[src/rtl/shift_add_mult4.sv]
// shift_add_mult4: sequential shift-add unsigned multiplier.
// Drives the select of the upstream 2:1 operand mux: it captures the
// multiplicand (operand_sel=0) and then the multiplier (operand_sel=1) from
// din on two consecutive edges. It then runs WIDTH shift-add iterations and
// pulses done for one cycle with the 2*WIDTH-bit product.
//
// Handshake: start is a request level sampled only in IDLE. busy is high in
// every other state. done is a single-cycle pulse. product is valid from the
// done cycle on and holds until the next result or reset.
//
// Optional build macro ZERO_SKIP_EN: a zero operand seen in LOAD_B writes
// product=0 and jumps straight to DONE, skipping the CALC iterations.
module shift_add_mult4 #(
    parameter int WIDTH = 4,
    parameter int CNT_W = 3
) (
    input  logic               clk,
    input  logic               reset,
    input  logic               start,
    input  logic [WIDTH-1:0]   din,
    output logic               operand_sel,
    output logic               busy,
    output logic               done,
    output logic [2*WIDTH-1:0] product
);

    typedef enum logic [1:0] {
        IDLE   = 2'd0,
        LOAD_B = 2'd1,
        CALC   = 2'd2,
        DONE   = 2'd3
    } state_t;

    // The state register is the observation point for checkers; every
    // output below is decoded from it.
    state_t state;
    state_t state_next;

    logic [WIDTH-1:0] mcand;
    logic [WIDTH-1:0] mplier;
    logic [WIDTH-1:0] acc;
    logic [CNT_W-1:0] count;

    // One iteration: conditional add with the carry kept in the top bit.
    logic [WIDTH:0] sum;
    logic           last_iter;
    logic           zero_operand;

    assign sum       = {1'b0, acc} + ({1'b0, mcand} & {(WIDTH+1){mplier[0]}});
    assign last_iter = (count == CNT_W'(WIDTH - 1));

`ifdef ZERO_SKIP_EN
    assign zero_operand = (mcand == '0) || (din == '0);
`else
    assign zero_operand = 1'b0;
`endif

    // State register with synchronous reset.
    always_ff @(posedge clk) begin
        if (reset) begin
            state <= IDLE;
        end else begin
            state <= state_next;
        end
    end

    // Next-state logic.
    always_comb begin
        state_next = state;
        case (state)
            IDLE:    if (start) state_next = LOAD_B;
            LOAD_B:  state_next = zero_operand ? DONE : CALC;
            CALC:    if (last_iter) state_next = DONE;
            DONE:    state_next = IDLE;
            default: state_next = IDLE;
        endcase
    end

    // Outputs decoded from the state register only.
    always_comb begin
        operand_sel = 1'b0;
        busy        = 1'b0;
        done        = 1'b0;
        case (state)
            IDLE:    ;
            LOAD_B:  begin operand_sel = 1'b1; busy = 1'b1; end
            CALC:    busy = 1'b1;
            DONE:    begin busy = 1'b1; done = 1'b1; end
            default: ;
        endcase
    end

    // Datapath: operand capture, shift-add iterations and the product write.
    always_ff @(posedge clk) begin
        if (reset) begin
            mcand   <= '0;
            mplier  <= '0;
            acc     <= '0;
            count   <= '0;
            product <= '0;
        end else begin
            case (state)
                IDLE: begin
                    if (start) mcand <= din;
                end
                LOAD_B: begin
                    mplier <= din;
                    acc    <= '0;
                    count  <= '0;
                    if (zero_operand) product <= '0;
                end
                CALC: begin
                    // {acc,mplier} <= {sum,mplier} >> 1
                    acc    <= sum[WIDTH:1];
                    mplier <= {sum[0], mplier[WIDTH-1:1]};
                    count  <= count + CNT_W'(1);
                    if (last_iter) product <= {sum, mplier[WIDTH-1:1]};
                end
                default: ;
            endcase
        end
    end

endmodule

[config.mk]
export PLATFORM = sky130hd
export DESIGN_NAME = shift_add_mult4
export DESIGN_NICKNAME = d
export VERILOG_FILES = /design/src/rtl/shift_add_mult4.sv
export SDC_FILE = /design/constraint.sdc
export NUM_CORES = 1
export LEC_CHECK = 0
export BUFFER_PORTS_ARGS = -buffer_cell sky130_fd_sc_hd__buf_2
export CAP_MARGIN = 25
export CORE_ASPECT_RATIO = 0.7
export CORE_UTILIZATION = 59
export DETAILED_ROUTE_END_ITERATION = 16
export HOLD_SLACK_MARGIN = 0.08
export PLACE_DENSITY = 0.82
export SETUP_SLACK_MARGIN = 0.05
export SLEW_MARGIN = 15
export SYNTH_ARGS = -nofsm -noshare
export SYNTH_HDL_FRONTEND = slang
export SYNTH_SLANG_ARGS = --single-unit
[constraint.sdc]
create_clock -name clk -period 2.6 [get_ports clk]
set_clock_uncertainty 0.1 [all_clocks]
set_input_delay 0.52 -clock clk [delete_from_list [all_inputs] [get_ports clk]]
set_output_delay 0.52 -clock clk [all_outputs]
set_load 0.005 [all_outputs]
==> run_results.csv, run 1 <==
group,metric,value,unit
timing,rsz0062_at_grt,"no",
yosys,syn_area,1210,sq um
critical_path,crit_chain,"inv_1, ha_1, inv_1, buf_2",
floorplanning,num_rows,13,
cts,cts_buffer_depth,2,
power_and_ir_drop,p_seq_frac,0.457,
placed_design,port_buffers,17,
yosys,post-synth-top-count-cell,"dfxtp_1",
power_and_ir_drop,vdd_ir_drop_max,0.000786,V
power_and_ir_drop,power.internal,0.630,mW
timing,final.min_clock_period,1.94,ns
cts,cts_max_level,1,
yosys,syn-instance-count,139,
timing,setup_violations,0,
yosys,yosysWarningCount,0,
global_routing,grt_use_total,0.259,
cells_and_area,drive_above_1_share,0.156,
routing,routedLengthMet1,1.20,mm
yosys,synth_top_area_frac,0.412,
yosys,yosysUniqueCellTypes,28,
critical_path,crit_fanout,6,
routing,vias_per_cell,5.73,
hold_path,worstHoldPathCells,3,
global_routing,antenna_found_initial,0,
critical_path,cp_slowest_cell,"dfxtp_1",
cells_and_area,syn_to_final_growth,7.93,%
cts,clock_latency,0.33,ns
placed_design,post-dp-hpwl,1.88,mm
placed_design,dp.cells,172,
critical_path,cp_common_cell,"inv_1",
routing,routed.top_layer,"met4",
cells_and_area,layout.nets,173,
global_routing,grt_pass1_wl,4.26,mm
power_and_ir_drop,pwr-share-comb,0.369,
power_and_ir_drop,p_sw,0.409,mW
critical_path,max_stage_delay,0.39,ns
global_routing,grt_max_degree,28,
yosys,synthFlopType,"dfxtp_1",
critical_path,worstSetupPathType,"reg -> out",
placed_design,place.gp.congestion,0.826,
hold_path,holdPathEnd,"mcand[3]$_SDFFE_PP0P_",
timing,finalCritPeriodShare,0.748,
hold_path,hold_path_class,"in -> reg",
cts,clock-sinks,25,
outcome,status,"finished clean",
yosys,synth_nets,157,
cts,ctsHoldBuffers,0,
critical_path,worstSetupStartpointType,"flop",
yosys,synth.area.top_cells,"dfxtp_1, ha_1, nand2_1",
yosys,ys_seq_area_frac,0.412,
floorplanning,die_y,40.0,um
critical_path,end_kind,"output port",
cts,post_cts_buffers,0,
floorplanning,die_w,56.2,um
routing,dr_wl_met2,1.15,mm
power_and_ir_drop,p_per_area,792,nW/um^2
yosys,synth_common_cells,"dfxtp_1, nand2_1, a21oi_1",
yosys,ys_ff_latch,25,
global_routing,gr-total-overflow,0,
power_and_ir_drop,finalPower,1.04,mW
routing,wl_per_cell,14.3,um
routing,drtIter0Drc,29,
power_and_ir_drop,pwr-share-clk,0.175,
routing,drtPass1Iterations,5,
yosys,synth_area_leader_cell,"dfxtp_1",
yosys,synth_edf_count,0,
cells_and_area,filler_cell_count,161,
cells_and_area,diodes,0,
critical_path,worstPathRequired,1.98,ns
yosys,syn_avg_cell_area,8.74,sq um
routing,wl_met3,130,um
timing,maxSlewViolCount,0,
cts,cts_tree,"yes",
placed_design,dp_slack,0.725,ns
cells_and_area,instances_no_fill,176,
routing,drc,0,
critical_path,r2r-end,"acc[0]$_SDFFE_PP0P_",
floorplanning,initial_core_util,0.638,
routing,ant_nets,0,
hold_path,min_from,"din[3]",
timing,setup_slack,0.656,ns
floorplanning,io_pins,18,
timing,tightest_slew,0.476,ns
power_and_ir_drop,p_leak,0.572,nW
power_and_ir_drop,swShare,0.393,
global_routing,grt_pass1_vias,880,
critical_path,crit_family,"flip-flops",
critical_path,cp.arrival,1.32,ns
cts,cts_resized,0,
timing,fin_tns_setup,0,ns
routing,finalWirelength,2.52,mm
critical_path,path_buf_inv,3,
yosys,async_flop_share,0,
timing,slew_headroom,0.683,
cts,cts-root-buf,"clkbuf_4",
critical_path,r2r_start,"mplier[0]$_SDFFE_PP0P_",
cts,numCtsBuffers,3,
floorplanning,coreArea,1900,sq um
floorplanning,dieArea,2250,sq um
critical_path,r2r_slack,0.68,ns
critical_path,rr_worst_depth,6,
routing,via_count,1009,
cts,clk_pin_slew,0.15,ns
flow_run,maxCapViolations,0,
timing,max_freq,0.514,GHz
timing,finalHoldViolCount,0,
## sequential cells by signal (all words and copies together), names as in the netlist
signal	count
count	3
acc	4
product	8
mcand	4
mplier	4
state	2
## metrics by stage
| step | hold slack, ns | utilization | instance area, sq um |
|---|---|---|---|
| CTS | 0.333 | 0.689 | 1310 |
| finish | 0.337 | 0.689 | 1310 |
| floorplan | 0.332 | - | 1210 |
| global route | 0.341 | 0.689 | 1310 |
| detailed placement | 0.347 | 0.673 | 1280 |
| global placement | 0.342 | 0.673 | 1280 |
## cell usage in the layout (no fill, tap or decap)
cell type and n:
dfxtp_1 25, nand2_1 24, buf_2 17, a21oi_1 16, inv_1 10, ha_1 10
nor2_1 8, nand3_1 7, mux2i_1 6, a211oi_1 5, and2_1 3, clkbuf_4 3
a21o_1 2, o21ai_0 2, or3_1 2, nor4_1 2, and2_4 1, inv_2 1
o31ai_1 1, xnor2_1 1, o22ai_1 1, a221oi_1 1, a21oi_4 1, and4_1 1
a311o_1 1, nor3_1 1, fa_1 1, clkinvlp_4 1
## logic make-up after synthesis
logic type               count (synthesis)  share of synthesized area
flip-flops                              25                      0.412
AO/OA/AOI/OAI                           30                      0.158
buffers and inverters                   17                     0.0721
multiplexers                             6                     0.0494
XOR/XNOR                                 1                    0.00721
adder cells (fa/ha/maj)                 11                      0.119
AND/OR/NAND/NOR                         49                      0.182
## cell type report
class	count	area, sq um	area share
multi-input combinational	97	627	0.478
sequential	25	500	0.382
timing repair buffer	17	85.1	0.0649
inverter	11	41.3	0.0315
tap	22	27.5	0.0210
clock buffer	3	22.5	0.0172
clock inverter	1	7.51	0.00573
## power groups by stage
stage	clock network [mW]	registers, mW	logic (mW)
finish	0.182	0.475	0.383
global route	0.201	0.480	0.445
CTS	0.183	0.473	0.383
detailed placement	0	0.482	0.380
global placement	0	0.479	0.357
floorplan	0	0.469	0.311
## worst max-delay path by stage
stage / start / endpoint / slack [ns] / cells past startpoint
final: state[0]$_SDFFE_PP0P_ / busy / 0.66 / 4
after global routing: state[0]$_SDFFE_PP0P_ / state[1]$_SDFFE_PP0P_ / 0.51 / 6
after CTS: state[0]$_SDFFE_PP0P_ / busy / 0.65 / 4
after detailed placement: mplier[0]$_SDFFE_PP0P_ / acc[0]$_SDFFE_PP0P_ / 0.72 / 6
after global placement: mplier[0]$_SDFFE_PP0P_ / acc[0]$_SDFFE_PP0P_ / 0.75 / 6
after floorplan: mplier[0]$_SDFFE_PP0P_ / acc[0]$_SDFFE_PP0P_ / 0.88 / 6
## per-layer routing
metal	global-route usage	vias to the layer above
li1	-	502
met1	0.345	470
met2	0.417	33
met3	0.0806	4
met4	0.0793	0
met5	0	-
## worst reg2reg max path, delay by kind of cell (launching register included)
| kind | cells | cell delay (ns) |
|---|---|---|
| compound gates | 1 | 0.14 |
| fa+ha+maj | 2 | 0.64 |
| buf+inv | 1 | 0.06 |
| flops | 1 | 0.40 |
| simple gates | 2 | 0.51 |
No activity file was read; power rests on OpenSTA's default activity.
==> run 2: changes to the inputs <==
- ABC_AREA: unset -> 1
- CORE_UTILIZATION: 59 -> 55
- PLACE_DENSITY: 0.82 -> 0.77
- clock period: 2.6 -> 1.9 ns (I/O delays scaled with it)
==> run_results.csv, run 2 <==
group,metric,value,unit
outcome,status,"finished clean",
yosys,syn_avg_cell_area,7.68,sq um
cells_and_area,layout_common_cells,"nand2_1, inv_1, dfxtp_1, nor2_1, buf_2",
yosys,synth_top_family_by_area,"simple AND/OR/NAND/NOR gates",
yosys,async_flop_share,0,
yosys,yosysWarningCount,0,
placed_design,placed_area,1340,sq um
floorplanning,initial_core_util,0.584,
critical_path,path_buf_inv,2,
yosys,yosysUniqueCellTypes,24,
yosys,synth_edf_count,0,
global_routing,grt_max_degree,15,
yosys,synth_top_area_frac,0.398,
cells_and_area,regMostFlops,"product",
placed_design,post-dp-hpwl,1.91,mm
timing,setup_violations,0,
timing,fin_tns_setup,0,ns
placed_design,dp_slack,0.118,ns
cells_and_area,design_area,1370,sq um
routing,drtIter0Drc,87,
critical_path,r2r_start,"mplier[0]$_SDFFE_PP0P_",
critical_path,r2r-end,"acc[3]$_SDFFE_PP0P_",
yosys,synthAdderAreaFrac,0.115,
timing,setup_slack,0.169,ns
yosys,synth_common_cells,"nand2_1, dfxtp_1, inv_1",
routing,finalWirelength,2.48,mm
critical_path,worstPathRequired,2.06,ns
yosys,synthXorXnorAreaFrac,0.00696,
critical_path,worstSetupStartpointType,"flop",
routing,drc,0,
yosys,synth_area_leader_cell,"dfxtp_1",
timing,max_freq,0.578,GHz
routing,drtPass1Iterations,4,
critical_path,max_stage_delay,0.39,ns
routing,via_count,1059,
cts,numCtsBuffers,3,
cts,cts-root-buf,"clkbuf_4",
global_routing,grt_use_total,0.218,
timing,finalCritPeriodShare,0.911,
critical_path,worstSetupPathDepth,8,
timing,rsz0062_at_grt,"no",
yosys,synthMuxAreaShare,0,
cells_and_area,diodes,0,
timing,tightest_slew,0.347,ns
cells_and_area,layout.nets,200,
yosys,ys_seq_area_frac,0.398,
critical_path,end_kind,"flop",
hold_path,holdPathEnd,"mcand[0]$_SDFFE_PP0P_",
hold_path,worstHoldPathCells,3,
critical_path,cp.arrival,1.90,ns
cells_and_area,drive_above_1_share,0.160,
yosys,synthFlopType,"dfxtp_1",
cells_and_area,final_common_cell,"nand2_1",
yosys,ys_ff_latch,25,
routing,ant_nets,0,
routing,dr_wl_met2,1.09,mm
cells_and_area,syn_to_final_growth,8.45,%
yosys,synth_nets,182,
critical_path,cp_slowest_cell,"dfxtp_2",
critical_path,worstSetupPathType,"reg -> reg",
placed_design,place.gp.congestion,0.884,
yosys,syn-instance-count,164,
critical_path,rr_worst_depth,8,
cts,clock-sinks,25,
floorplanning,die_w,59.2,um
global_routing,grt_pass1_wl,4.05,mm
power_and_ir_drop,p_per_area,1000,nW/um^2
yosys,synth.area.top_cells,"dfxtp_1, ha_1, nand2_1",
critical_path,crit_family,"adder cells",
floorplanning,die_y,42.0,um
routing,wl_per_cell,11.7,um
timing,final.min_clock_period,1.73,ns
yosys,synth-simple-area-share,0.202,
routing,routed.top_layer,"met4",
yosys,synth_compound_area_frac,0.152,
cts,ctsHoldBuffers,0,
cts,clk_pin_slew,0.14,ns
hold_path,hold_path_class,"in -> reg",
floorplanning,num_rows,14,
cts,clock_latency,0.32,ns
cts,cts_buffer_depth,2,
critical_path,crit_chain,"nand2_1, inv_1, ha_1, inv_1, fa_1, o21ai_0, nand2_1, a21oi_1",
critical_path,r2r_slack,0.17,ns
hold_path,min_from,"din[0]",
routing,wl_met3,148,um
yosys,post-synth-top-count-cell,"nand2_1",
timing,finalHoldViolCount,0,
global_routing,gr-total-overflow,0,
timing,slew_headroom,0.769,
critical_path,crit_fanout,5,
global_routing,antenna_found_initial,0,
cells_and_area,largest_register_ffs,8,
placed_design,port_buffers,17,
flow_run,maxCapViolations,0,
power_and_ir_drop,vdd_ir_drop_max,0.000575,V
floorplanning,dieArea,2490,sq um
floorplanning,io_pins,18,
routing,routedLengthMet1,1.24,mm
cts,cts_max_level,1,
yosys,syn_area,1260,sq um
power_and_ir_drop,p_leak,0.702,nW
timing,maxSlewViolCount,0,
global_routing,grt_pass1_vias,932,
routing,vias_per_cell,4.97,
floorplanning,coreArea,2150,sq um
cts,cts_tree,"yes",
-- run 2: area by class of cell --
cell class                 count  area, sq um
sequential                    25          502
clock inverter                 1         5.00
multi-input combinational    107          599
timing repair buffer          18         92.6
tap                           32         40.0
inverter                      27          104
fill                         198          790
clock buffer                   3         22.5
-- run 2: kinds of logic (layout without fill, tap and decap cells) --
family,after synthesis,after routing
flip-flops,25,25
buffers and inverters,32,49
XOR/XNOR,1,1
adder cells (fa/ha/maj),11,11
AO/OA/AOI/OAI,33,33
AND/OR/NAND/NOR,62,62
-- run 2: worst register-to-register path: stages (launching register included) --
cell and delay, ns:
dfxtp_2 0.39, nand2_1 0.06, inv_1 0.05, ha_1 0.17, inv_1 0.07, fa_1 0.39, o21ai_0 0.25, nand2_1 0.09
a21oi_1 0.12
-- run 2: how the worst max path moves through the flow --
stage,startpoint,endpoint
floorplan,mplier[0]$_SDFFE_PP0P_,acc[1]$_SDFFE_PP0P_
global placement,mplier[0]$_SDFFE_PP0P_,acc[3]$_SDFFE_PP0P_
detailed placement,mplier[0]$_SDFFE_PP0P_,acc[3]$_SDFFE_PP0P_
CTS,mplier[0]$_SDFFE_PP0P_,acc[3]$_SDFFE_PP0P_
global route,mplier[0]$_SDFFE_PP0P_,acc[1]$_SDFFE_PP0P_
finish,mplier[0]$_SDFFE_PP0P_,acc[3]$_SDFFE_PP0P_
-- run 2: timing repair --
item | 4_1_cts | 5_1_grt
buffers inserted | 0 | 0
resized for setup | 0 | 1
endpoints found under the setup margin | 0 | 3
-- run 2: per-stage QoR --
stage / total power [mW] / cells / util / hold WS [ns]
2_1_floorplan: 1.03 / 164 / - / 0.345
3_3_place_gp: 1.12 / 209 / 0.620 / 0.348
3_5_place_dp: 1.13 / 209 / 0.620 / 0.353
6_report: 1.37 / 213 / 0.634 / 0.238
4_1_cts: 1.37 / 213 / 0.633 / 0.224
5_1_grt: 1.46 / 213 / 0.634 / 0.247
-- run 2: layer usage --
metal,vias to the layer above,global-route usage
met1,472,0.325
li1,552,-
met3,2,0.0556
met4,0,0.0524
met5,-,0
met2,33,0.315
-- run 2: report_power, final --
part | switching [mW] | internal [mW] | leakage (nW)
sequential | 0.0596 | 0.604 | 0.204
combinational | 0.293 | 0.174 | 0.480
clock | 0.157 | 0.0787 | 0.0177
total | 0.510 | 0.856 | 0.702
